**config.mk**
```make
export PLATFORM = sky130hd
export DESIGN_NAME = inst_fetch_ctrl
export DESIGN_NICKNAME = d
export VERILOG_FILES = /design/src/rtl/inst_fetch_ctrl.sv
export SDC_FILE = /design/constraint.sdc
export NUM_CORES = 1
export LEC_CHECK = 0
export ABC_AREA = 0
export BUFFER_PORTS_ARGS = -buffer_cell sky130_fd_sc_hd__buf_2
export CAP_MARGIN = 20
export CELL_PAD_IN_SITES_DETAIL_PLACEMENT = 0
export CELL_PAD_IN_SITES_GLOBAL_PLACEMENT = 2
export CORE_ASPECT_RATIO = 1.1
export CORE_MARGIN = 2
export CORE_UTILIZATION = 38
export CTS_CLUSTER_DIAMETER = 30
export CTS_CLUSTER_SIZE = 12
export DETAILED_ROUTE_END_ITERATION = 10
export PLACE_DENSITY_LB_ADDON = 0.1
export SYNTH_ARGS = -nofsm -noshare
export SYNTH_HDL_FRONTEND = slang
export SYNTH_SLANG_ARGS = --single-unit
```
**constraint.sdc**
```tcl
create_clock -name clk -period 8.45 [get_ports clk]
set_clock_uncertainty 0.1 [all_clocks]
set_input_delay 0.845 -clock clk [delete_from_list [all_inputs] [get_ports clk]]
set_output_delay 0.845 -clock clk [all_outputs]
set_load 0.005 [all_outputs]
```
**src/rtl/inst_fetch_ctrl.sv**
```systemverilog
// Instruction-fetch controller: walks the PC through the program image into a
// 2-entry fetch buffer presented to decode, flushing on branch/jump redirects.
module inst_fetch_ctrl #(
  parameter logic [31:0] RESET_PC = 32'd0,
  parameter logic [31:0] END_ADDR = 32'd148
) (
  input  logic        clk,
  input  logic        reset,
  input  logic        start,
  output logic [31:0] inst_add,
  input  logic [31:0] inst_code,
  input  logic        redirect_valid,
  input  logic [31:0] redirect_pc,
  output logic        out_valid,
  output logic [31:0] out_inst,
  output logic [31:0] out_pc,
  input  logic        out_ready,
  output logic        busy,
  output logic        done,
  output logic        misalign_err
);

  // IDLE: wait for start | RUN: fetching | DONE: image exhausted | ERR: misaligned redirect
  typedef enum logic [1:0] {IDLE, RUN, DONE, ERR} state_t;

  state_t      state_q;
  logic [31:0] pc_q;
  logic [31:0] e0_inst_q, e0_pc_q, e1_inst_q, e1_pc_q;
  logic [1:0]  count_q;
  logic        valid_q, busy_q, done_q, err_q;

  logic        pop, at_end, fetch, redir_ok;
  logic [1:0]  count_ap, count_d;

  assign pop      = valid_q && out_ready;
  assign at_end   = (pc_q == END_ADDR);
  assign fetch    = !redirect_valid && !at_end && ((count_q < 2'd2) || pop);
  assign redir_ok = (redirect_pc[1:0] == 2'b00);
  assign count_ap = count_q - {1'b0, pop};
  assign count_d  = count_ap + {1'b0, fetch};

  always_ff @(posedge clk or posedge reset) begin
    if (reset) begin
      state_q   <= IDLE;
      pc_q      <= RESET_PC;
      e0_inst_q <= 32'd0;
      e0_pc_q   <= 32'd0;
      e1_inst_q <= 32'd0;
      e1_pc_q   <= 32'd0;
      count_q   <= 2'd0;
      valid_q   <= 1'b0;
      busy_q    <= 1'b0;
      done_q    <= 1'b0;
      err_q     <= 1'b0;
    end else begin
      case (state_q)
        IDLE: begin
          if (start) begin
            state_q <= RUN;
            busy_q  <= 1'b1;
            pc_q    <= RESET_PC;
            count_q <= 2'd0;
            valid_q <= 1'b0;
          end
        end
        RUN, DONE: begin
          if (redirect_valid) begin
            // Flush drops anything pushed or popped this cycle.
            count_q <= 2'd0;
            valid_q <= 1'b0;
            if (!redir_ok) begin
              state_q <= ERR;
              err_q   <= 1'b1;
              busy_q  <= 1'b0;
              done_q  <= 1'b0;
            end else begin
              pc_q <= redirect_pc;
              if (redirect_pc == END_ADDR) begin
                state_q <= DONE;
                busy_q  <= 1'b0;
                done_q  <= 1'b1;
              end else begin
                state_q <= RUN;
                busy_q  <= 1'b1;
                done_q  <= 1'b0;
              end
            end
          end else if (state_q == RUN) begin
            if (pop && (count_q == 2'd2)) begin
              e0_inst_q <= e1_inst_q;
              e0_pc_q   <= e1_pc_q;
            end
            // New word lands in the first slot free after this cycle's pop.
            if (fetch) begin
              if (count_ap == 2'd0) begin
                e0_inst_q <= inst_code;
                e0_pc_q   <= pc_q;
              end else begin
                e1_inst_q <= inst_code;
                e1_pc_q   <= pc_q;
              end
              pc_q <= pc_q + 32'd4;
            end
            count_q <= count_d;
            valid_q <= (count_d != 2'd0);
            if (at_end && (count_d == 2'd0)) begin
              state_q <= DONE;
              busy_q  <= 1'b0;
              done_q  <= 1'b1;
            end
          end
        end
        ERR: begin
        end
      endcase
    end
  end

  assign inst_add     = pc_q;
  assign out_valid    = valid_q;
  assign out_inst     = e0_inst_q;
  assign out_pc       = e0_pc_q;
  assign busy         = busy_q;
  assign done         = done_q;
  assign misalign_err = err_q;

endmodule

```
After elaboration in Yosys (flattened, before gate mapping)
Cells that the tools add are included.
- register bits after elaboration: 168
- bits of input ports: 69
- output and inout bits: 100
- logic and storage cells: 91
- add/sub/neg operators: 3
- $lt $le $gt $ge: 1
- eq/ne operators: 10
- mux-type cells: 39
- bitwise gates (word level): 3
- reductions and logical operators: 24
- operators by type and width (kind ; count):
    32-bit two-way mux ; 11
    32-bit by 8-bit equality test with 1-bit output (second input constant) ; 2
    32-bit one-hot mux with 2 select lines ; 1
    32-bit by 3-bit adder with 32-bit output (second input constant) ; 1
    2-bit two-way mux ; 9
    1-bit two-way mux ; 14
    3-bit != test (second input constant) ; 4
    3-bit AND reduction ; 4
    5-bit AND reduction ; 2
    2-bit logical NOT ; 4
    2-bit one-hot mux with 2 select lines ; 2
    2-bit nonzero test ; 4
    1-bit logical AND ; 5
    2-bit equality test (second input constant) ; 2
    1-bit one-hot mux with 2 select lines ; 2
    4-bit AND reduction ; 1
    1-bit NOT ; 3
    2-bit by 1-bit adder with 2-bit output ; 1
    2-bit by 1-bit equality test with 1-bit output (second input constant) ; 1
    1-bit logical NOT ; 2
    2-bit less-than comparator (second input constant) ; 1
    2-bit != test (second input constant) ; 1
    2-bit OR reduction ; 1
    2-bit by 1-bit subtractor with 2-bit output ; 1
    1-bit logical OR ; 1

Longest topological paths before layout
- word-level depth: 11
- mapped depth: 13
- mapped depth without buffers: 12

Worst setup path before layout
OpenSTA, ideal clock, no wires.
- kind: input -> register
- start point: input redirect_valid
- end point: register state_q[0]
- library setup time: 0.121 ns
- arrival time: 3.128 ns
- required time: 8.229 ns
- slack: 5.101 ns
- stages: 11
- path buffers: 4
- cells stage by stage: buf_2 clkbuf_1 clkbuf_1 clkbuf_1 nor2_1 ha_1 nor2b_1 mux2_2 nor3b_1 o21ai_0 a22o_1
- longest elaborated chain between the ends: 8
- elaborated cells on any way between the ends: 11
- classes of those cells: 1 x add/sub; 2 x eq/ne; 2 x mux; 6 x reduce/logical
- RTL lines (what ; RTL line ; source):
    start: declaration ; 12 ; input logic redirect_valid,
    1-bit logical NOT ; 37 ; assign fetch = !redirect_valid && !at_end && ((count_q < 2'd2) || pop);
    1-bit logical AND (2 in series) ; 37 ;
    2-bit by 1-bit adder with 2-bit output ; 40 ; assign count_d = count_ap + {1'b0, fetch};
    2-bit logical NOT ; 106 ; if (at_end && (count_d == 2'd0)) begin
    1-bit logical AND ; 106 ;
    3-bit != test (no line) ; -- ;
    4-bit AND reduction (no line) ; -- ;
    end signal: assignment ; 79 ; state_q <= DONE;
    end signal: assignment ; 83 ; state_q <= RUN;
    end signal: assignment ; 107 ; state_q <= DONE;
    end: declaration ; 26 ; state_t state_q;
Several ways; a longest one is shown, not always the timed one.
A chain may end at the register's enable or synchronous reset.

Worst setup path in the final report
- start point: register pc_q[2], in the netlist inst_add[2]
- end point: register e0_pc_q[15], in the netlist out_pc[15]
- longest elaborated chain between the ends: 5
- RTL lines (what ; RTL line ; source):
    start: declaration ; 27 ; logic [31:0] pc_q;
    start signal: assignment ; 77 ; pc_q <= redirect_pc;
    start signal: assignment ; 102 ; pc_q <= pc_q + 32'd4;
    32-bit by 8-bit equality test with 1-bit output ; 36 ; assign at_end = (pc_q == END_ADDR);
    1-bit logical NOT ; 37 ;
    1-bit logical AND (2 in series) ; 37 ;
    32-bit two-way mux ; 94 ; if (fetch) begin
    end signal: assignment ; 91 ; e0_pc_q <= e1_pc_q;
    end signal: assignment ; 97 ; e0_pc_q <= pc_q;
    end: declaration ; 28 ; logic [31:0] e0_inst_q, e0_pc_q, e1_inst_q, e1_pc_q;
No other way between the ends.

==> summary.md <==
| Metric | Value |
|---|---|
| Outcome | `finished clean` |
| Critical Path End | `out_pc[15]` |
| Final WL | `25.86 mm` |
| Reg clk slew, reported paths | `0.08 ns` |
| Total grt overflow | `0` |
| Worst-Skew Late Latency | `0.43 ns` |
| Via density | `5.752` |
| Via count | `6966` |
| CTS tree | `yes` |
| Int Power | `2.422 mW` |
| Die H | `around 160 um` |
| Largest net degree at the start of global routing | `110` |
| Cell Pwr Density | `382.3 nW/um2` |
| RSZ-0062 raised after global routing | `false` |
| # Max-Cap Violations | `0` |
| Required time worst endpoint | `8.72 ns` |
| P_sw | `1.454 mW` |
| Crit path max fanout | `45` |
| CP Class | `reg2reg` |
| N_diodes | `0` |
| Initial core utilization | `38.70%` |
| Placed Instances | `approximately 1200` |
| Area of the multi-input gates | `3899 um2` |
| Static Leak | `about 4.6 nW` |
| H-Tree Level Count | `4` |
| Overall die width | `147.1 um` |
| Max_slew headroom | `27.21%` |
| Synth top area cells | `dfrtp_1 (49%), mux2_4 (11%), o221a_2 (8.4%)` |
| R2r endpoint | `out_pc[15]` |
| Reg2reg start | `inst_add[2]` |
| Post-CTS setup buffer count | `0` |
| TritonCTS Sinks | `168` |
| # IOs | `around 170` |
| Die footprint | `23740 um2` |
| Finished Layout Cells | `about 1200` |
| R2R depth | `8` |
| Area share of the largest cell type after synthesis | `between 40% and 50%` |
| # DRC | `0` |
| Fill cells | `2105` |
| Most frequent cells in the layout | `dfrtp_1 (168), buf_2 (168), o21ai_0 (83)` |
| Yosys cell types | `60` |
| Avg Synthesized Cell Area | `11.04 um2` |
| Clock buffer depth | `2` |
| Design Power | `3.876 mW` |
| Area Overhead vs Synth | `18.48%` |
| PortBufs | `approximately 170` |
| Setup TNS | `0 ns` |
| YS warnings | `0` |
| EDFF count, synth | `0` |
| Asr flop ratio synth | `100.0%` |
| Area after DPL | `9438 um2` |
| Period utilisation layout | `between 40 and 50%` |
| Comb pwr share | `between 40% and 50%` |
| Cell accounting for the most synthesized area | `dfrtp_1` |
| Worst-Margin Slew | `1.089 ns` |
| Hold slack | `about 0.32 ns` |
| GR Util All Layers | `22.00%` |
| First-pass DRT Iterations | `5` |
| HPWL after detailed placement | `between 15 and 20 mm` |
| Post-synthesis sequential element count | `168` |
| Max VDD drop | `0.0001986 V` |
| Setup crit end kind | `flop` |
| CP Launch Point | `inst_add[2]` |
| Seq pwr share | `between 30% and 40%` |
| Power share of the clock group | `between 20% and 30%` |
| Row cnt | `57` |
| Pins over their slew limit | `0` |
| Setup violators final | `0` |
| Fin crit period | `4.211 ns` |
| Worst reg-to-reg setup slack | `4.24 ns` |
| Post-synthesis sequential area ratio | `49.13%` |
| Cell count after synthesis | `between 700 and 800` |
| CP arrival | `4.48 ns` |
| Cell area after layout | `10140 um2` |
| Final hold vios | `0` |
| CTS Buf Count | `17` |
| Primary FF master, synth | `dfrtp_1` |
| CTS resizes | `0` |
| CP Launch Type | `flop` |
| Sw frac | `37.51%` |
| DRT antenna net count | `0` |
| WL per Instance | `about 21 um` |
| First-pass GRT wire length | `41.21 mm` |
| Area of the core | `22110 um2` |
| Number of antenna violations at the first check in global routing | `0` |
| Sequential cell area | `4204 um2` |
| Share of layout cells above drive strength 1 | `38.65%` |
| Max frequency | `between 200 and 250 MHz` |
| GP Congestion | `about 0.81` |
| # hold bufs at CTS | `0` |
| Worst Hold Class | `in2async` |
| 1st-iter DRT viols | `541` |
| Post-synthesis cell area | `8557 um2` |
| Nets | `978` |
| Vias in the first global route | `7077` |
| Syn_nets | `850` |
| Root Driver | `clkbuf_16` |
## sequential cells by signal (all words and copies together), names as in the netlist
name / count
done: 1
e1_pc_q: 32
misalign_err: 1
state_q: 2
inst_add: 32
out_inst: 32
out_valid: 1
count_q: 2
out_pc: 32
e1_inst_q: 32
busy: 1
## power groups by stage
stage	clock network, mW	logic, mW	registers (mW)
2_1_floorplan	0	1.10	1.36
3_3_place_gp	0	1.52	1.44
3_5_place_dp	0	1.55	1.45
4_1_cts	0.883	1.55	1.44
5_1_grt	0.916	1.73	1.49
6_report	0.866	1.57	1.44
## cells in the mapped netlist, types with 3 or more instances
| library cell | instances |
|---|---|
| nand2_1 | 55 |
| inv_1 | 14 |
| buf_2 | 25 |
| o311ai_0 | 12 |
| and3_1 | 3 |
| clkbuf_2 | 4 |
| and2_1 | 4 |
| ha_1 | 6 |
| mux2_4 | 60 |
| a22oi_1 | 3 |
| mux2_2 | 5 |
| clkbuf_1 | 27 |
| a21oi_1 | 10 |
| nand3_1 | 11 |
| nor4_1 | 28 |
| buf_4 | 6 |
| o21ai_0 | 83 |
| nor3_1 | 18 |
| o22ai_1 | 17 |
| nor2_1 | 77 |
| or2_2 | 3 |
| nand4_1 | 12 |
| o221a_2 | 64 |
| dfrtp_1 | 168 |
| o31a_1 | 12 |
| buf_12 | 6 |
## worst min path at each step
stage / to / slack [ns] / startpoint / depth (start not counted)
final: e1_pc_q[31] / 0.32 / reset / 2
after global routing: e1_pc_q[31] / 0.34 / reset / 2
after CTS: misalign_err / 0.37 / misalign_err / 1
after detailed placement: misalign_err / 0.35 / misalign_err / 1
after global placement: misalign_err / 0.35 / misalign_err / 1
after floorplan: misalign_err / 0.36 / misalign_err / 1
## through the flow
stage / util, % / worst slack, ns
2_1_floorplan: - / 2.958
3_3_place_gp: 42.69 / 4.218
3_5_place_dp: 42.69 / 4.189
4_1_cts: 45.61 / 4.266
5_1_grt: 45.86 / 3.953
6_report: 45.86 / 4.239
## routing by layer
metal / vias to the layer above / wire length [um] / track usage (%)
li1: 3167 / - / -
met1: 3534 / 11910 / 31.04
met2: 240 / 12110 / 34.81
met3: 25 / 1321 / 3.785
met4: 0 / 514 / 6.731
met5: - / 0 / 0
## worst max-delay path: stages, from the launching register on
cell	delay, ns
dfrtp_1	0.57
ha_1	0.23
nor3b_1	0.31
nand4_1	0.31
o211ai_4	0.71
buf_4	0.53
or2_2	0.52
buf_4	0.53
o221a_2	0.29
## cells by family after synthesis
group,count (synthesis),share of synthesized area [%]
buffers and inverters,84,5.644
AO/OA/AOI/OAI,219,19.74
adder cells (fa/ha/maj),6,0.8773
flip-flops,168,49.13
AND/OR/NAND/NOR,230,13.10
XOR/XNOR,2,0.2047
multiplexers,66,11.30
## cell type report
type | instances | area share, %
Multi-Input combinational cell | 523 | 38.45
Tap cell | 295 | 3.641
Clock buffer | 18 | 4.332
Clock inverter | 14 | 2.036
Timing Repair Buffer | 179 | 9.503
Sequential cell | 168 | 41.47
Inverter | 14 | 0.5677
No activity file was read; power rests on OpenSTA's default activity.
